==> src/rtl/tx_crc_a_append.sv <==
// ISO/IEC 14443-3A transmit framer: byte stream in, LSbit-first bit stream out, CRC_A appended on request.
// Optional build macro: TX_CRC_A_RESIDUE_EN (fold appended CRC bits back into crc, leaving a zero residue).
module tx_crc_a_append (
  input  logic        clk,
  input  logic        rst,
  input  logic        in_valid,
  output logic        in_ready,
  input  logic [7:0]  in_data,
  input  logic        in_last,
  input  logic        in_append_crc,
  output logic        out_valid,
  input  logic        out_ready,
  output logic        out_data,
  output logic        out_last,
  output logic [15:0] crc
);

  typedef enum logic [1:0] {S_IDLE, S_WAIT, S_DATA, S_CRC} state_t;

  state_t      state, state_n;
  logic [15:0] shift, shift_n;
  logic [15:0] crc_n, crc_upd;
  logic [3:0]  cnt, cnt_n;
  logic        last_q, last_n, app_q, app_n;
  logic        out_valid_n, out_last_n;

  // Reflected CRC_A: one bit of x^16+x^12+x^5+1, LSbit first.
  function automatic logic [15:0] crc_step(input logic [15:0] c, input logic b);
    return (c >> 1) ^ ((c[0] ^ b) ? 16'h8408 : 16'h0000);
  endfunction

  assign in_ready = (state == S_IDLE) || (state == S_WAIT);
  assign out_data = shift[0];
  assign crc_upd  = crc_step(crc, shift[0]);

  always_comb begin
    state_n = state;
    shift_n = shift;
    crc_n   = crc;
    cnt_n   = cnt;
    last_n  = last_q;
    app_n   = app_q;
    case (state)
      S_IDLE, S_WAIT: begin
        if (in_valid) begin
          state_n = S_DATA;
          shift_n = {8'h00, in_data};
          cnt_n   = 4'd0;
          last_n  = in_last;
          app_n   = in_append_crc;
          if (state == S_IDLE) crc_n = 16'h6363;
        end
      end
      S_DATA: begin
        if (out_ready) begin
          crc_n   = crc_upd;
          shift_n = shift >> 1;
          cnt_n   = cnt + 4'd1;
          if (cnt == 4'd7) begin
            cnt_n = 4'd0;
            if (!last_q)     state_n = S_WAIT;
            else if (!app_q) state_n = S_IDLE;
            else begin
              // CRC must include the final data bit shifted this cycle.
              state_n = S_CRC;
              shift_n = crc_upd;
            end
          end
        end
      end
      S_CRC: begin
        if (out_ready) begin
          shift_n = shift >> 1;
          cnt_n   = cnt + 4'd1;
`ifdef TX_CRC_A_RESIDUE_EN
          crc_n   = crc_upd;
`else
          crc_n   = crc;
`endif
          if (cnt == 4'd15) begin
            cnt_n   = 4'd0;
            state_n = S_IDLE;
          end
        end
      end
      default: state_n = S_IDLE;
    endcase
    out_valid_n = (state_n == S_DATA) || (state_n == S_CRC);
    out_last_n  = ((state_n == S_DATA) && (cnt_n == 4'd7) && last_n && !app_n) ||
                  ((state_n == S_CRC) && (cnt_n == 4'd15));
  end

  always_ff @(posedge clk or posedge rst) begin
    if (rst) begin
      state     <= S_IDLE;
      shift     <= 16'h0000;
      crc       <= 16'h6363;
      cnt       <= 4'd0;
      last_q    <= 1'b0;
      app_q     <= 1'b0;
      out_valid <= 1'b0;
      out_last  <= 1'b0;
    end else begin
      state     <= state_n;
      shift     <= shift_n;
      crc       <= crc_n;
      cnt       <= cnt_n;
      last_q    <= last_n;
      app_q     <= app_n;
      out_valid <= out_valid_n;
      out_last  <= out_last_n;
    end
  end

endmodule

==> config.mk <==
export PLATFORM = sky130hd
export DESIGN_NAME = tx_crc_a_append
export DESIGN_NICKNAME = d
export VERILOG_FILES = /design/src/rtl/tx_crc_a_append.sv
export SDC_FILE = /design/constraint.sdc
export NUM_CORES = 1
export LEC_CHECK = 0
export CAP_MARGIN = 20
export CORE_ASPECT_RATIO = 0.75
export CORE_MARGIN = 3
export CORE_UTILIZATION = 25
export DETAILED_ROUTE_END_ITERATION = 8
export MAX_ROUTING_LAYER = met4
export PLACE_DENSITY = 0.51
export SYNTH_ARGS = -nofsm -noshare
export SYNTH_HDL_FRONTEND = slang
export SYNTH_SLANG_ARGS = --single-unit
==> constraint.sdc <==
create_clock -name clk -period 1.8 [get_ports clk]
set_input_delay 0.36 -clock clk [delete_from_list [all_inputs] [get_ports clk]]
set_output_delay 0.36 -clock clk [all_outputs]
set_load 0.01 [all_outputs]
# Yosys cells after proc, flatten, opt, wreduce, memory -nomap -nowiden
# Index checks and enable logic that the tools add are counted.
# op_classes
addsub	1
bitwise_logic	3
eq_ne	13
muxes	30
reduce_logical	12
# op_table
cell	count
16-bit 2-to-1 mux	10
16-bit case mux with 3 select lines	1
16-bit case mux with 2 select lines	1
4-bit 2-to-1 mux	5
15-bit by 16-bit bitwise XOR with 16-bit output	1
2-bit 2-to-1 mux	7
4-bit case mux with 3 select lines	1
2-bit == test (second input constant)	4
4-bit by 3-bit == test with 1-bit output (second input constant)	2
4-bit == test (second input constant)	2
2-bit inequality test (second input constant)	4
2-bit case mux with 3 select lines	1
4-bit by 1-bit adder with 4-bit output (second input constant)	1
1-bit logical AND	4
1-bit 2-to-1 mux	4
4-bit AND reduction	1
1-bit logical OR	3
3-bit AND reduction	1
2-bit by 1-bit == test with 1-bit output (second input constant)	1
2-bit logical NOT	1
2-bit OR reduction	1
1-bit logical NOT	1
1-bit NOT	1
1-bit bitwise XOR	1
# word_totals
reg_bits	42
output_inout_bits	20
input_bits	14
word_cells	67

# Logic depth before layout (Yosys ltp)
# logic_depth
ltp_word	10
depth_mapped	8

# Least setup slack after synthesis
# OpenSTA, ideal clock, no wires.
# synth_path
path_type	register to register
startpoint	register cnt[0]
endpoint	register shift[0]
t_arrival_ns	1.618
required_ns	1.677
setup_slack_ns	0.059
period_less_slack_ns	1.741
path_stages_with_launch	8
cell_sequence	dfrtp_1 ha_1 nand2_1 or4_1 buf_6 buf_12 mux2i_1 a21oi_1
# synth_between
elab_chain_cells	4
# synth_lines
element	line_no	rtl
start, declared	23	logic [3:0] cnt, cnt_n;
start signal, assigned	107	cnt <= cnt_n;
4-bit by 3-bit == test with 1-bit output	59	if (cnt == 4'd7) begin
16-bit 2-to-1 mux	59	
16-bit 2-to-1 mux	55	if (out_ready) begin
16-bit case mux with 3 select lines	43	case (state)
end signal, assigned	105	shift <= shift_n;
end, declared	21	logic [15:0] shift, shift_n;
# Every way passes these cells. The select of a mux whose other input is x is not followed.
# A chain may end at the register's enable or synchronous reset.

# Final worst setup path
# layout_path
startpoint	register crc[5]
endpoint	output crc[5]
# layout_lines
element	line_no	rtl
start, declared	15	output logic [15:0] crc
start signal, assigned	106	crc <= crc_n;
# No word-level cell between the ends.

==> impl_metrics.env <==
export IMPL_dr_wl_met3_um=209
export IMPL_dieArea_um2=8860
export IMPL_arrival_ns=1.39
export IMPL_worstSetupPathType="register to output port"
export IMPL_worstMarginPinSlew_ns=0.471
export IMPL_netSwitchingFraction_pct=34.5
export IMPL_p_total_mw=4.29
export IMPL_path_cells="clkdlybuf4s50_1"
export IMPL_r2r_end="shift[6]$_DFFE_PP0P_"
export IMPL_cts_htree_levels=2
export IMPL_worstPathMaxFanout=4
export IMPL_hpwlAfterDp_um=3360
export IMPL_synth_cells=169
export IMPL_final_antenna_net_count=0
export IMPL_cts_sinks=41
export IMPL_irDropWorstVdd_uv=546
export IMPL_dp_slack_ns=-0.112
export IMPL_hold_viol_final=0
export IMPL_cts_tree="done"
export IMPL_layout_nets=242
export IMPL_synthFlopType="dfrtp_1"
export IMPL_num_vias=1510
export IMPL_fin_crit_sh_pct=97.4
export IMPL_slowest_delay_ns=0.57
export IMPL_dr_pass1_iters=4
export IMPL_synthTopCellsByCount="dfrtp_1 (33), nand2_1 (20), mux2i_1 (16)"
export IMPL_fmax_mhz=570
export IMPL_fill_cells=752
export IMPL_dp_cells=318
export IMPL_timing_setup_tns_ns=0
export IMPL_syn_cell_area_um2=1940
export IMPL_synth_top_area_share_pct=42.6
export IMPL_grt_pass1_vias=1490
export IMPL_slew_headroom_pct=68.5
export IMPL_crit_required_ns=1.44
export IMPL_drive_gt1_share_pct=22.8
export IMPL_crit_family="flip-flops"
export IMPL_cts_root_buffer_cell="clkbuf_8"
export IMPL_synth_fp_nets=184
export IMPL_yosys_area_top_type="dfrtp_1"
export IMPL_wl_met2_um=2000
export IMPL_viasPerCell=4.59
export IMPL_grt_pass1_wl_um=7680
export IMPL_slowest_stage="dfstp_2"
export IMPL_start_util_pct=26.1
export IMPL_reg2reg_setup_slack_ns=0.08
export IMPL_area_growth_pct=38.0
export IMPL_finalSetupViolations=0
export IMPL_synth_area_leaders="dfrtp_1 (43%), dfstp_2 (11%), mux2i_1 (8.3%), nand2_1 (3.9%), o22a_1 (3.6%)"
export IMPL_wire_per_inst_um=14.3
export IMPL_maxCapViolations=0
export IMPL_wirelength_um=4690
export IMPL_cts_buffers=5
export IMPL_ios=34
export IMPL_ys_types=36
export IMPL_synth_edff_count=0
export IMPL_die_w_um=108
export IMPL_die_h_um=82.3
export IMPL_antenna_found_initial=0
export IMPL_clk_pin_slew_ns=0.08
export IMPL_grt_max_degree=42
export IMPL_period_needed_ns=1.75
export IMPL_critPathLaunchType="register"
export IMPL_gr_usage_all_layers_pct=11.6
export IMPL_p_comb_share_pct=42.7
export IMPL_crit_buf_inv=1
export IMPL_place_congestion=0.785
export IMPL_seqPwrFrac_pct=39.0
export IMPL_n_antenna_cell=0
export IMPL_power_leakage_nw=1.25
export IMPL_r2r_cells=6
export IMPL_net_switching_power_mw=1.48
export IMPL_slew_viol_final=0
export IMPL_hold_class="input pin to asynchronous set/reset pin"
export IMPL_gr_total_overflow=0
export IMPL_path_depth=1
export IMPL_routed_top_layer="met4"
export IMPL_yosys_warnings=0
export IMPL_clk_latency_ns=0.29
export IMPL_ys_ff_latch=41
export IMPL_pwr_share_clk_pct=18.4
export IMPL_fin_skew_ns=0.00882
export IMPL_drt_met1_wl_um=2460
export IMPL_outcome="finished, final reports clean"
export IMPL_synth_most_common_cell="dfrtp_1"
export IMPL_portBuffers=33
export IMPL_synthArstFlopShare_pct=100
export IMPL_rr_startpoint="cnt[1]$_DFF_PP0_"
export IMPL_cellPowerDensity_nw_per_um2=1600
export IMPL_ys_seq_area_share_pct=53.4
export IMPL_rows=27
export IMPL_drt_iter0_markers=87
export IMPL_stdcell_count=329
export IMPL_core_area_um2=7430
export IMPL_p_int_mw=2.81
export IMPL_setup_ws_ns=0.0459
export IMPL_synth_avg_cell_area_um2=11.5
export IMPL_cts_hold_buf=0
export IMPL_end_kind="output port"
export IMPL_clock_path_buffers=2
export IMPL_drc=0
-- repair_timing --
| action | in CTS | in global routing |
|---|---|---|
| setup endpoints to repair | 0 | 10 |
| buffers inserted | 0 | 3 |
| hold endpoints to repair | 0 | 0 |
| resized for setup | 0 | 8 |
-- layout make-up --
cell class | count | area, µm² | share of cell area [%]
tap | 101 | 126 | 4.72
clock inverter | 2 | 37.5 | 1.40
multi-input combinational | 116 | 808 | 30.2
timing repair buffer | 59 | 571 | 21.3
clock buffer | 6 | 82.6 | 3.09
inverter | 4 | 15.0 | 0.561
sequential | 41 | 1040 | 38.7
-- power by group through the flow --
stage / clock network, mW / logic [mW] / registers, mW
3_5_place_dp: 0 / 1.82 / 1.69
4_1_cts: 0.810 / 1.84 / 1.68
6_report: 0.788 / 1.83 / 1.67
3_3_place_gp: 0 / 1.82 / 1.69
5_1_grt: 0.859 / 2.00 / 1.74
2_1_floorplan: 0 / 0.968 / 1.70
-- layer usage --
metal / vias to the layer above / GRT usage, %
met1: 729 / 16.5
met4: 0 / 3.03
met5: - / -
met2: 41 / 16.3
li1: 738 / -
met3: 2 / 3.03
-- per-stage QoR --
step                      instance area (µm²)  util, %  hold WS (ns)
after floorplan                          1940        -         0.455
after detailed placement                 2510     33.8         0.478
after global placement                   2510     33.8         0.471
final                                    2680     36.0         0.416
after CTS                                2630     35.4         0.425
after global routing                     2680     36.0         0.426
-- worst max-delay path by stage --
stage / startpoint / endpoint
finish: crc[5]$_DFFE_PP1P_ / crc[5]
global route: cnt[1]$_DFF_PP0_ / shift[7]$_DFFE_PP0P_
global placement: out_ready / out_last$_DFF_PP0_
floorplan: cnt[0]$_DFF_PP0_ / shift[0]$_DFFE_PP0P_
detailed placement: out_ready / out_last$_DFF_PP0_
CTS: out_valid$_DFF_PP0_ / out_valid
-- cell families (layout without fill, tap and decap cells) --
group / after synthesis / in the layout / share of synthesized area [%]
xor+xnor: 5 / 5 / 2.65
fa+ha+maj: 1 / 1 / 0.645
buf+inv: 12 / 71 / 4.90
compound gates: 51 / 51 / 18.3
simple gates: 40 / 40 / 10.1
flops: 41 / 41 / 53.4
mux: 19 / 19 / 10.0
-- registers in the layout, indices dropped and copies added (netlist names) --
signal / count
app_q: 1
cnt: 4
crc: 16
last_q: 1
out_last: 1
out_valid: 1
shift: 16
state: 1
-- cell usage in the layout, fill, tap and decap left out, types with 2 or more instances in the layout --
master | netlist | layout
dlymetal6s2s_1 | 0 | 8
a2bb2oi_1 | 2 | 2
clkdlybuf4s50_1 | 0 | 25
mux2_2 | 3 | 3
inv_1 | 4 | 4
nand3_1 | 3 | 3
buf_4 | 0 | 24
xor2_1 | 2 | 2
buf_12 | 1 | 2
nor2_1 | 6 | 6
nand4_1 | 3 | 3
xnor2_1 | 2 | 2
o22a_1 | 8 | 8
a21oi_1 | 10 | 10
dfrtp_1 | 33 | 33
mux2i_1 | 16 | 16
a21oi_2 | 2 | 2
nand2_1 | 20 | 20
o22ai_1 | 8 | 8
dfstp_2 | 8 | 8
o21ai_1 | 9 | 9
clkbuf_8 | 0 | 6
a22o_1 | 7 | 7
No activity file was read; power rests on OpenSTA's default activity.
